**config.mk**
```make
export PLATFORM = sky130hd
export DESIGN_NAME = miriscv_mem_arbiter
export DESIGN_NICKNAME = d
export VERILOG_FILES = /design/src/rtl/miriscv_mem_arbiter.sv
export SDC_FILE = /design/constraint.sdc
export NUM_CORES = 1
export LEC_CHECK = 0
export BUFFER_PORTS_ARGS = -buffer_cell sky130_fd_sc_hd__buf_2
export CAP_MARGIN = 15
export CORE_AREA = 2 2 121 123
export DETAILED_ROUTE_END_ITERATION = 12
export DIE_AREA = 0 0 123 125
export PLACE_DENSITY = 0.76
export SLEW_MARGIN = 20
export SYNTH_ARGS = -nofsm -noshare
export SYNTH_HDL_FRONTEND = slang
export SYNTH_SLANG_ARGS = --single-unit
export TNS_END_PERCENT = 30
```
**constraint.sdc**
```tcl
create_clock -name clk_i -period 9.74 [get_ports clk_i]
set_clock_uncertainty 0.1 [all_clocks]
set_input_delay 0.974 -clock clk_i [delete_from_list [all_inputs] [get_ports clk_i]]
set_output_delay 0.974 -clock clk_i [all_outputs]
set_load 0.01 [all_outputs]
```
**src/rtl/miriscv_mem_arbiter.sv**
```systemverilog
// Two-master arbiter/sequencer for the single-ported data memory (m0 = LSU, m1 = debug/DMA).
// Define MIRISCV_ARB_FIXED_PRIO_EN for fixed m0-over-m1 priority instead of round-robin.
module miriscv_mem_arbiter #(
   parameter int unsigned MEM_LATENCY = 1
) (
   input  logic        clk_i,
   input  logic        arst_i,
   input  logic        m0_req_i,
   input  logic        m0_we_i,
   input  logic [3:0]  m0_be_i,
   input  logic [31:0] m0_addr_i,
   input  logic [31:0] m0_wdata_i,
   output logic        m0_done_o,
   output logic [31:0] m0_rdata_o,
   input  logic        m1_req_i,
   input  logic        m1_we_i,
   input  logic [3:0]  m1_be_i,
   input  logic [31:0] m1_addr_i,
   input  logic [31:0] m1_wdata_i,
   output logic        m1_done_o,
   output logic [31:0] m1_rdata_o,
   output logic        data_req_o,
   output logic        data_we_o,
   output logic [3:0]  data_be_o,
   output logic [31:0] data_addr_o,
   output logic [31:0] data_wdata_o,
   input  logic [31:0] data_rdata_i,
   output logic        owner_o
);
   typedef enum logic [1:0] {IDLE, ISSUE, WAIT, DONE} state_t;

   localparam logic [3:0] CNT_INIT = 4'(MEM_LATENCY - 1);

   state_t      state, state_next;
   logic [3:0]  cnt, cnt_next;
   logic        any_req, grant_sel;
   logic        req_next, we_next, owner_next, m0_done_next, m1_done_next;
   logic [3:0]  be_next;
   logic [31:0] addr_next, wdata_next, m0_rdata_next, m1_rdata_next;

   assign any_req = m0_req_i | m1_req_i;

`ifdef MIRISCV_ARB_FIXED_PRIO_EN
   // m1 only wins an IDLE cycle in which m0 is not asking
   assign grant_sel = ~m0_req_i;
`else
   logic rr_ptr;

   // rr_ptr = 0 prefers m0; a lone requester wins regardless of the pointer
   assign grant_sel = (m0_req_i & m1_req_i) ? rr_ptr : ~m0_req_i;

   always_ff @(posedge clk_i or posedge arst_i) begin
      if (arst_i)
         rr_ptr <= 1'b0;
      else if (state == IDLE && any_req)
         rr_ptr <= ~grant_sel;
   end
`endif

   always_comb begin
      state_next    = state;
      cnt_next      = cnt;
      req_next      = 1'b0;
      we_next       = data_we_o;
      be_next       = data_be_o;
      addr_next     = data_addr_o;
      wdata_next    = data_wdata_o;
      owner_next    = owner_o;
      m0_done_next  = 1'b0;
      m1_done_next  = 1'b0;
      m0_rdata_next = m0_rdata_o;
      m1_rdata_next = m1_rdata_o;
      case (state)
         IDLE: begin
            if (any_req) begin
               state_next = ISSUE;
               req_next   = 1'b1;
               owner_next = grant_sel;
               we_next    = grant_sel ? m1_we_i    : m0_we_i;
               be_next    = grant_sel ? m1_be_i    : m0_be_i;
               addr_next  = grant_sel ? m1_addr_i  : m0_addr_i;
               wdata_next = grant_sel ? m1_wdata_i : m0_wdata_i;
            end
         end
         ISSUE: begin
            state_next = WAIT;
            cnt_next   = CNT_INIT;
         end
         WAIT: begin
            if (cnt != 4'd0) begin
               cnt_next = cnt - 4'd1;
            end else begin
               state_next = DONE;
               // writes leave the owner's read data untouched
               if (!data_we_o) begin
                  if (owner_o) m1_rdata_next = data_rdata_i;
                  else         m0_rdata_next = data_rdata_i;
               end
               if (owner_o) m1_done_next = 1'b1;
               else         m0_done_next = 1'b1;
            end
         end
         DONE: begin
            state_next = IDLE;
         end
         default: begin
            state_next = IDLE;
         end
      endcase
   end

   always_ff @(posedge clk_i or posedge arst_i) begin
      if (arst_i) begin
         state        <= IDLE;
         cnt          <= 4'd0;
         data_req_o   <= 1'b0;
         data_we_o    <= 1'b0;
         data_be_o    <= 4'd0;
         data_addr_o  <= 32'd0;
         data_wdata_o <= 32'd0;
         owner_o      <= 1'b0;
         m0_done_o    <= 1'b0;
         m1_done_o    <= 1'b0;
         m0_rdata_o   <= 32'd0;
         m1_rdata_o   <= 32'd0;
      end else begin
         state        <= state_next;
         cnt          <= cnt_next;
         data_req_o   <= req_next;
         data_we_o    <= we_next;
         data_be_o    <= be_next;
         data_addr_o  <= addr_next;
         data_wdata_o <= wdata_next;
         owner_o      <= owner_next;
         m0_done_o    <= m0_done_next;
         m1_done_o    <= m1_done_next;
         m0_rdata_o   <= m0_rdata_next;
         m1_rdata_o   <= m1_rdata_next;
      end
   end
endmodule

```
Word-level counts from Yosys, hierarchy flattened
Index checks and enable logic that the tools add are counted.
- output and inout port bits: 137
- logic and storage cells: 54
- register bits after elaboration: 144
- eq/ne operators: 6
- add/sub/neg operators: 1
- mux-type cells: 18
- bitwise logic cells: 7
- reductions and logical operators: 9
- operators with widths (operator ; number):
    32-bit 2-to-1 mux ; 2
    1-bit 2-to-1 mux ; 10
    4-bit 2-to-1 mux ; 2
    2-bit case mux with 4 select lines ; 1
    4-bit case mux with 2 select lines ; 1
    4-bit AND reduction ; 2
    2-bit inequality test (second input constant) ; 3
    2-bit AND reduction ; 3
    1-bit inverter ; 5
    2-bit == test (second input constant) ; 2
    2-bit 2-to-1 mux ; 2
    4-bit nonzero test ; 1
    4-bit by 1-bit subtractor with 4-bit output (second input constant) ; 1
    2-bit by 1-bit == test with 1-bit output (second input constant) ; 1
    2-bit logical NOT ; 1
    2-bit nonzero test ; 1
    1-bit AND ; 1
    1-bit logical AND ; 1
    1-bit OR ; 1

Longest topological paths before layout
Gate-level depths: netlist (run 1).
- depth in word-level cells: 3
- depth in mapped cells: 8
- depth with buffers taken out: 5

Worst setup path after synthesis (run 1)
OpenSTA, ideal clock, no wires.
- kind: input to register
- from: input port m1_req_i
- to: register data_wdata_o[10]
- path buffers: 1
- stages on the path: 4
- arrival time: 1.785 ns
- slack: 7.788 ns
- data required time: 9.574 ns
- path through: nand2_1 > a21oi_1 > clkbuf_1 > a221o_1
- cells in the longest elaborated chain, start to end: 3
- elaborated cells between the ends (all ways): 5
- ends and longest elaborated chain (element ; line ; source):
    start, declared ; 15 ; input logic m1_req_i,
    1-bit AND ; 50 ; assign grant_sel = (m0_req_i & m1_req_i) ? rr_ptr : ~m0_req_i;
    1-bit 2-to-1 mux ; 50 ;
    32-bit 2-to-1 mux ; 82 ; wdata_next = grant_sel ? m1_wdata_i : m0_wdata_i;
    end signal, assigned ; 133 ; data_wdata_o <= wdata_next;
    end, declared ; 26 ; output logic [31:0] data_wdata_o,
Parallel ways exist; a longest one is shown, timed or not.
A chain may end at the register's enable or synchronous reset.

Final worst setup path (run 1)
- from: register state[0]
- to: register m0_rdata_o[31]
- cells in the longest elaborated chain, start to end: 2
- ends and longest elaborated chain (element ; line ; source):
    start, declared ; 34 ; state_t state, state_next;
    start signal, assigned ; 127 ; state <= state_next;
    2-bit == test ; 73 ; case (state)
    4-bit AND reduction (no source line) ; n/a ;
    end signal, assigned ; 137 ; m0_rdata_o <= m0_rdata_next;
    end, declared ; 14 ; output logic [31:0] m0_rdata_o,
Every way passes these cells.

==> results of run 1 <==
cells by family (layout without fill, tap and decap cells):
logic type	Yosys count	after routing
and+or+nand+nor	88	88
other	0	2
AOI/OAI and AO/OA	77	77
muxes	69	69
DFF	144	144
adders and majority gates	4	4
buffers and inverters	36	353
synth_stat cells (4+ instances only):
| cell | number | area [um2] |
|---|---|---|
| clkbuf_1 | 20 | 75.1 |
| a221o_1 | 69 | 691 |
| mux2_4 | 30 | 450 |
| mux2i_1 | 4 | 40.0 |
| ha_1 | 4 | 50.1 |
| dfrtp_1 | 144 | 3600 |
| and2_1 | 70 | 438 |
| inv_1 | 7 | 26.3 |
| mux2_2 | 35 | 394 |
| nand2_1 | 7 | 26.3 |
through the flow:
stage          setup WS [ns]  instances  power (mW)
3_5_place_dp            6.90        888        2.25
6_report                7.18        921        2.81
5_1_grt                 7.06        920        3.00
2_1_floorplan           4.80        418        1.80
3_3_place_gp            6.99        888        2.20
4_1_cts                 7.17        919        2.84
power groups by stage:
stage	sequential (mW)	clock, mW	combinational, mW
after floorplan	1.17	0	0.631
after global placement	1.03	0	1.17
after detailed placement	1.04	0	1.21
after CTS	1.04	0.584	1.21
after global routing	1.08	0.617	1.30
final	1.04	0.571	1.19
layout make-up:
class                           instances  area, um2  share of cell area
Sequential cell                       144       3600               0.437
Multi-Input combinational cell        238       2260               0.274
Timing Repair Buffer                  315       1590               0.193
Clock buffer                           26        489              0.0594
Tap cell                              184        230              0.0279
Clock inverter                          5       31.3             0.00380
Inverter                                7       31.3             0.00380
Antenna cell                            2       5.00            0.000607
per-layer routing:
| layer | track usage | wire, um |
|---|---|---|
| met1 | 0.241 | 6300 |
| met2 | 0.363 | 8020 |
| met3 | 0.0716 | 1440 |
| met4 | 0.0668 | 278 |
| met5 | 0 | 0 |
registers in the layout, indices dropped and copies added (netlist names):
register and cells:
data_req_o 1, m0_done_o 1, data_be_o 4, m1_done_o 1, data_addr_o 32, state 2
data_wdata_o 32, rr_ptr 1, m0_rdata_o 32, data_we_o 1, m1_rdata_o 32, owner_o 1
cnt 4
layout by cell type (no fill, tap or decap), types with 3 or more instances in the layout:
| cell | count |
|---|---|
| and2_1 | 70 |
| clkinv_2 | 3 |
| ha_1 | 4 |
| a21o_1 | 3 |
| mux2_4 | 30 |
| buf_4 | 4 |
| mux2i_1 | 4 |
| clkbuf_1 | 6 |
| clkbuf_16 | 17 |
| dfrtp_1 | 144 |
| mux2_2 | 35 |
| inv_1 | 6 |
| a221o_1 | 69 |
| buf_2 | 310 |
| clkbuf_8 | 3 |
| nand2_1 | 7 |
path summary, 6_finish.rpt:
path                                     from  slack, ns  cells past startpoint               to
max in group asynchronous              arst_i       7.90                      3  data_addr_o[25]
worst max register to register       state[0]       7.18                      5   m0_rdata_o[31]
worst max-delay path                 state[0]       7.18                      5   m0_rdata_o[31]
min in group asynchronous              arst_i       0.51                      2    m0_rdata_o[5]
worst min-delay path            m1_rdata_o[5]       0.40                      1    m1_rdata_o[5]
worst min register to register  m1_rdata_o[5]       0.40                      1    m1_rdata_o[5]
critical path, stage by stage, from the launching register on:
cell and delay (ns):
dfrtp_1 0.40, inv_1 0.09, ha_1 0.32, nand4bb_1 0.16
or3_2 0.88, mux2_4 0.46
==> reports/metrics.yaml, run 1 <==
synth_compound_area_frac: 0.124
synth_fa_ha_area_frac: 0.00831
vias: 4696
final_max_slew_viol_count: 0
htree_num_levels: 4
die_w_um: 123
port_buffers: 310
postCtsResizedCells: 0
synthArstFlopShare: 1.00
viasPerCell: 5.10
synth-seq-area-share: 0.598
dp_hpwl_um: 11700
vdd_ir_drop_max_v: 0.000147
clock.fmax_mhz: 391
seq_power_share: 0.371
synth_area_um2: 6020
synth.net_count: 596
postRouteAntennaNets: 0
maxCapViolations: 0
clockPowerShare: 0.204
critPathLaunchType: "flop"
fin_util: 0.580
ys_types: 30
num_io_pins: 311
hold_viol_final: 0
finalCritPeriodShare: 0.263
arrival_ns: 2.74
post_cts_buffers: 0
grt_pass1_vias: 4970
cp_max_fo: 32
fin_crit_ns: 2.56
power.density_nw_per_um2: 340
cts_buffers: 17
avgSynthCellArea_um2: 14.4
synth_flop_cell: "dfrtp_1"
grt_pass1_wl_um: 25000
ctsHoldBuffers: 0
gp_congestion: 0.848
synth-edff-count: 0
timing.hold.ws_ns: 0.401
finalSetupTns_ns: 0
core_area_um2: 14200
p_sw_mw: 0.939
yosys.area_share.simple: 0.0899
fillers: 1160
synthMuxAreaShare: 0.147
hp-class: "reg2reg"
cp.required_ns: 9.93
area_delta_synth_final_pct: 36.8
die_h_um: 125
power.internal_mw: 1.87
run_status: "completed"
antenna_found_initial: 2
clock_sinks: 144
clk_latency_ns: 0.41
root_buffer: "clkbuf_16"
path_class: "reg2reg"
path_clk_slew_ns: 0.06
cts_tree: "built"
dpl_cell_area_um2: 7710
slew_headroom: 0.293
drt-total-wl_um: 16000
ys_seq_elements: 144
worstSetupEndpointType: "flop"
nNetsFinal: 901
synth_top_family_by_area: "multiplexers"
rsz0062_at_grt: "no"
track_usage: 0.209
ys_warn_count: 0
share_comb_of_total_power: 0.425
drt_iter0_markers: 204
layout-drive-gt1-share: 0.561
num_rows: 44
postLayoutCellArea_um2: 8240
dieArea_um2: 15400
grt_max_degree: 84
sw_frac_of_total: 0.335
clock_path_buffers: 2
dr.pass1.iters: 4
drc: 0
initial_core_util: 0.424
routedWlPerCell_um: 17.4
syn-instance-count: 418
grt_overflow: 0
setup-violations-final: 0
synthXorXnorAreaFrac: 0
worst-slew-pin-transition_ns: 1.06
power_leakage_nw: 4.29
Power figures use the tool's default switching activity.
==> run 2, diff against run 1 <==
--- a/config.mk
+++ b/config.mk
@@ -7,9 +7,9 @@
 export LEC_CHECK = 0
 export BUFFER_PORTS_ARGS = -buffer_cell sky130_fd_sc_hd__buf_2
 export CAP_MARGIN = 15
-export CORE_AREA = 2 2 121 123
+export CORE_MARGIN = 2
+export CORE_UTILIZATION = 41
 export DETAILED_ROUTE_END_ITERATION = 12
-export DIE_AREA = 0 0 123 125
 export PLACE_DENSITY = 0.76
 export SLEW_MARGIN = 20
 export SYNTH_ARGS = -nofsm -noshare
==> constraint.sdc (replaced) <==
create_clock -name clk_i -period 2.05 [get_ports clk_i]
set_clock_uncertainty 0.1 [all_clocks]
set_input_delay 0.205 -clock clk_i [delete_from_list [all_inputs] [get_ports clk_i]]
set_output_delay 0.205 -clock clk_i [all_outputs]
set_load 0.01 [all_outputs]
==> run 2 against run 1 <==
Wire length increased by 37%. First-iteration DRC count increased by 60%. Highest routed layer unchanged. Worst setup slack got worse by 7.1 ns. Critical path depth increased by 3. Die area increased by 2.0%. Non-clock buffer count increased by 184. Largest power group unchanged. Combinational power increased to 5.4 times the previous value. Register-to-register slack got worse by 7.1 ns.
==> reports/metrics.yaml, run 2 (synthesis gave the netlist of run 1 again) <==
path_clk_slew_ns: 0.06
power_leakage_nw: 5.16
min_to: "data_req_o"
maxCapViolations: 0
root_buffer: "clkbuf_16"
cts_tree: "built"
dp_hpwl_um: 12600
slew_headroom: 0.574
antenna_found_initial: 2
cpMostUsedCell: "buf_6"
grt_pass1_wl_um: 33400
worstSetupEndpointType: "flop"
routedWlPerCell_um: 19.9
max_stage_delay_ns: 0.38
nNetsFinal: 1085
holdPathStages: 4
cp_slowest_cell: "dfrtp_1"
hold_viol_final: 0
cts_buffers: 17
htree_num_levels: 4
path_class: "reg2reg"
area_delta_synth_final_pct: 71.3
min_from: "m0_req_i"
layout-drive-gt1-share: 0.472
die_w_um: 125
arrival_ns: 2.19
finalPower_mw: 14.7
num_io_pins: 311
run_status: "completed"
dieArea_um2: 15700
hp-class: "in2reg"
crit_path_cell_trace: "inv_2, ha_4, buf_6, and4bb_2, nand3b_1, buf_6, clkbuf_16, mux2_2"
clk_latency_ns: 0.41
mostFrequentLayoutCell: "buf_2"
drc: 0
grt_max_degree: 67
wl_met2_um: 11200
drt_iter0_markers: 327
clock_path_buffers: 2
clock.fmax_mhz: 500
worst-slew-pin-transition_ns: 0.638
clock_sinks: 144
r2r_setup_slack_ns: 0.05
grt_pass1_vias: 6193
finalSetupTns_ns: 0
core_area_um2: 14400
initial_core_util: 0.418
final_cells: 1105
dr.pass1.iters: 5
gp_congestion: 0.876
final_max_slew_viol_count: 0
setup-violations-final: 0
track_usage: 0.272
cp.required_ns: 2.24
viasPerCell: 5.25
finalCritPeriodShare: 0.976
drt-total-wl_um: 22000
vias: 5802
top_layer_used: "met4"
power.density_nw_per_um2: 1430
fillers: 879
die_h_um: 125
vdd_ir_drop_max_v: 0.000693
place_inst: 895
grt_overflow: 0
critPathLaunchType: "flop"
num_rows: 44
route.met3.wl_um: 1660
r2r_end: "m1_rdata_o[25]"
postRouteAntennaNets: 0
port_buffers: 310
reg2reg_depth: 8
fin_crit_ns: 2.00
met1Wirelength_um: 8320
cp_max_fo: 8
layout_common_cells: "buf_2, dlygate4sd3_1, dfrtp_1, and2_1, a221o_1"
timing.rr.start: "state[0]"
[run 2: changes by cell type in the layout (fill, tap and decap cells not counted), moves of 2 or more]
| cell | delta |
|---|---|
| clkinvlp_4 | +4 |
| buf_12 | +7 |
| bufinv_16 | +3 |
| ha_1 | -2 |
| ha_4 | +2 |
| dlygate4sd3_1 | +171 |
| clkbuf_16 | +2 |
| clkbuf_1 | -6 |
[run 2: how the worst max path moves through the flow]
stage,start,endpoint,slack [ns],cells after the start
CTS,state[0],m0_rdata_o[31],0.04,6
finish,state[0],m1_rdata_o[25],0.05,8
detailed placement,cnt[0],m0_rdata_o[31],-0.03,6
global route,state[0],m1_rdata_o[25],-0.01,8
floorplan,arst_i,cnt[0],-0.06,1
global placement,cnt[0],m0_rdata_o[1],0.06,6
[run 2: metrics by stage]
stage | hold WS [ns] | utilization | setup slack [ns] | area (um2)
after global placement | 0.209 | 0.544 | 0.0558 | 7850
after floorplan | 0.250 | - | -0.0600 | 6030
final | 0.220 | 0.715 | 0.0501 | 10300
after global routing | 0.250 | 0.715 | -0.0100 | 10300
after detailed placement | 0.219 | 0.544 | -0.0339 | 7850
after CTS | 0.205 | 0.708 | 0.0436 | 10200
[run 2: power breakdown]
part | internal, mW | switching [mW]
Sequential | 4.24 | 0.846
Clock | 1.98 | 1.21
Combinational | 3.47 | 2.98
Total | 9.69 | 5.04
[run 2: layer usage]
layer / vias up / track usage
met5: - / 0
met4: 0 / 0.110
met3: 77 / 0.0792
met2: 355 / 0.470
met1: 2848 / 0.319
li1: 2522 / -
[run 2: timing repair]
item | in CTS | in global routing
pin swaps | 2 | 2
resized for setup | 4 | 6
setup buffers | 0 | 2
setup endpoints to repair | 32 | 64
hold buffers | 171 | 0
cloned | 1 | 3
endpoints found under the hold margin | 157 | 0
[run 2: cell type report]
class                      instances  area (um2)  share of cell area
timing repair buffer             499        3560               0.345
inverter                           7        30.0             0.00291
clock inverter                    12         156              0.0152
multi-input combinational        238        2280               0.221
antenna                            2        5.00            0.000485
sequential                       144        3600               0.349
tap                              184         230              0.0223
clock buffer                      19         453              0.0439
[run 2: critical path: cells and delay by family, from the launching register on]
| family | cells | cell delay (ns) |
|---|---|---|
| fa+ha+maj | 1 | 0.16 |
| buf+inv | 4 | 0.51 |
| flops | 1 | 0.38 |
| mux | 1 | 0.34 |
| simple gates | 2 | 0.39 |
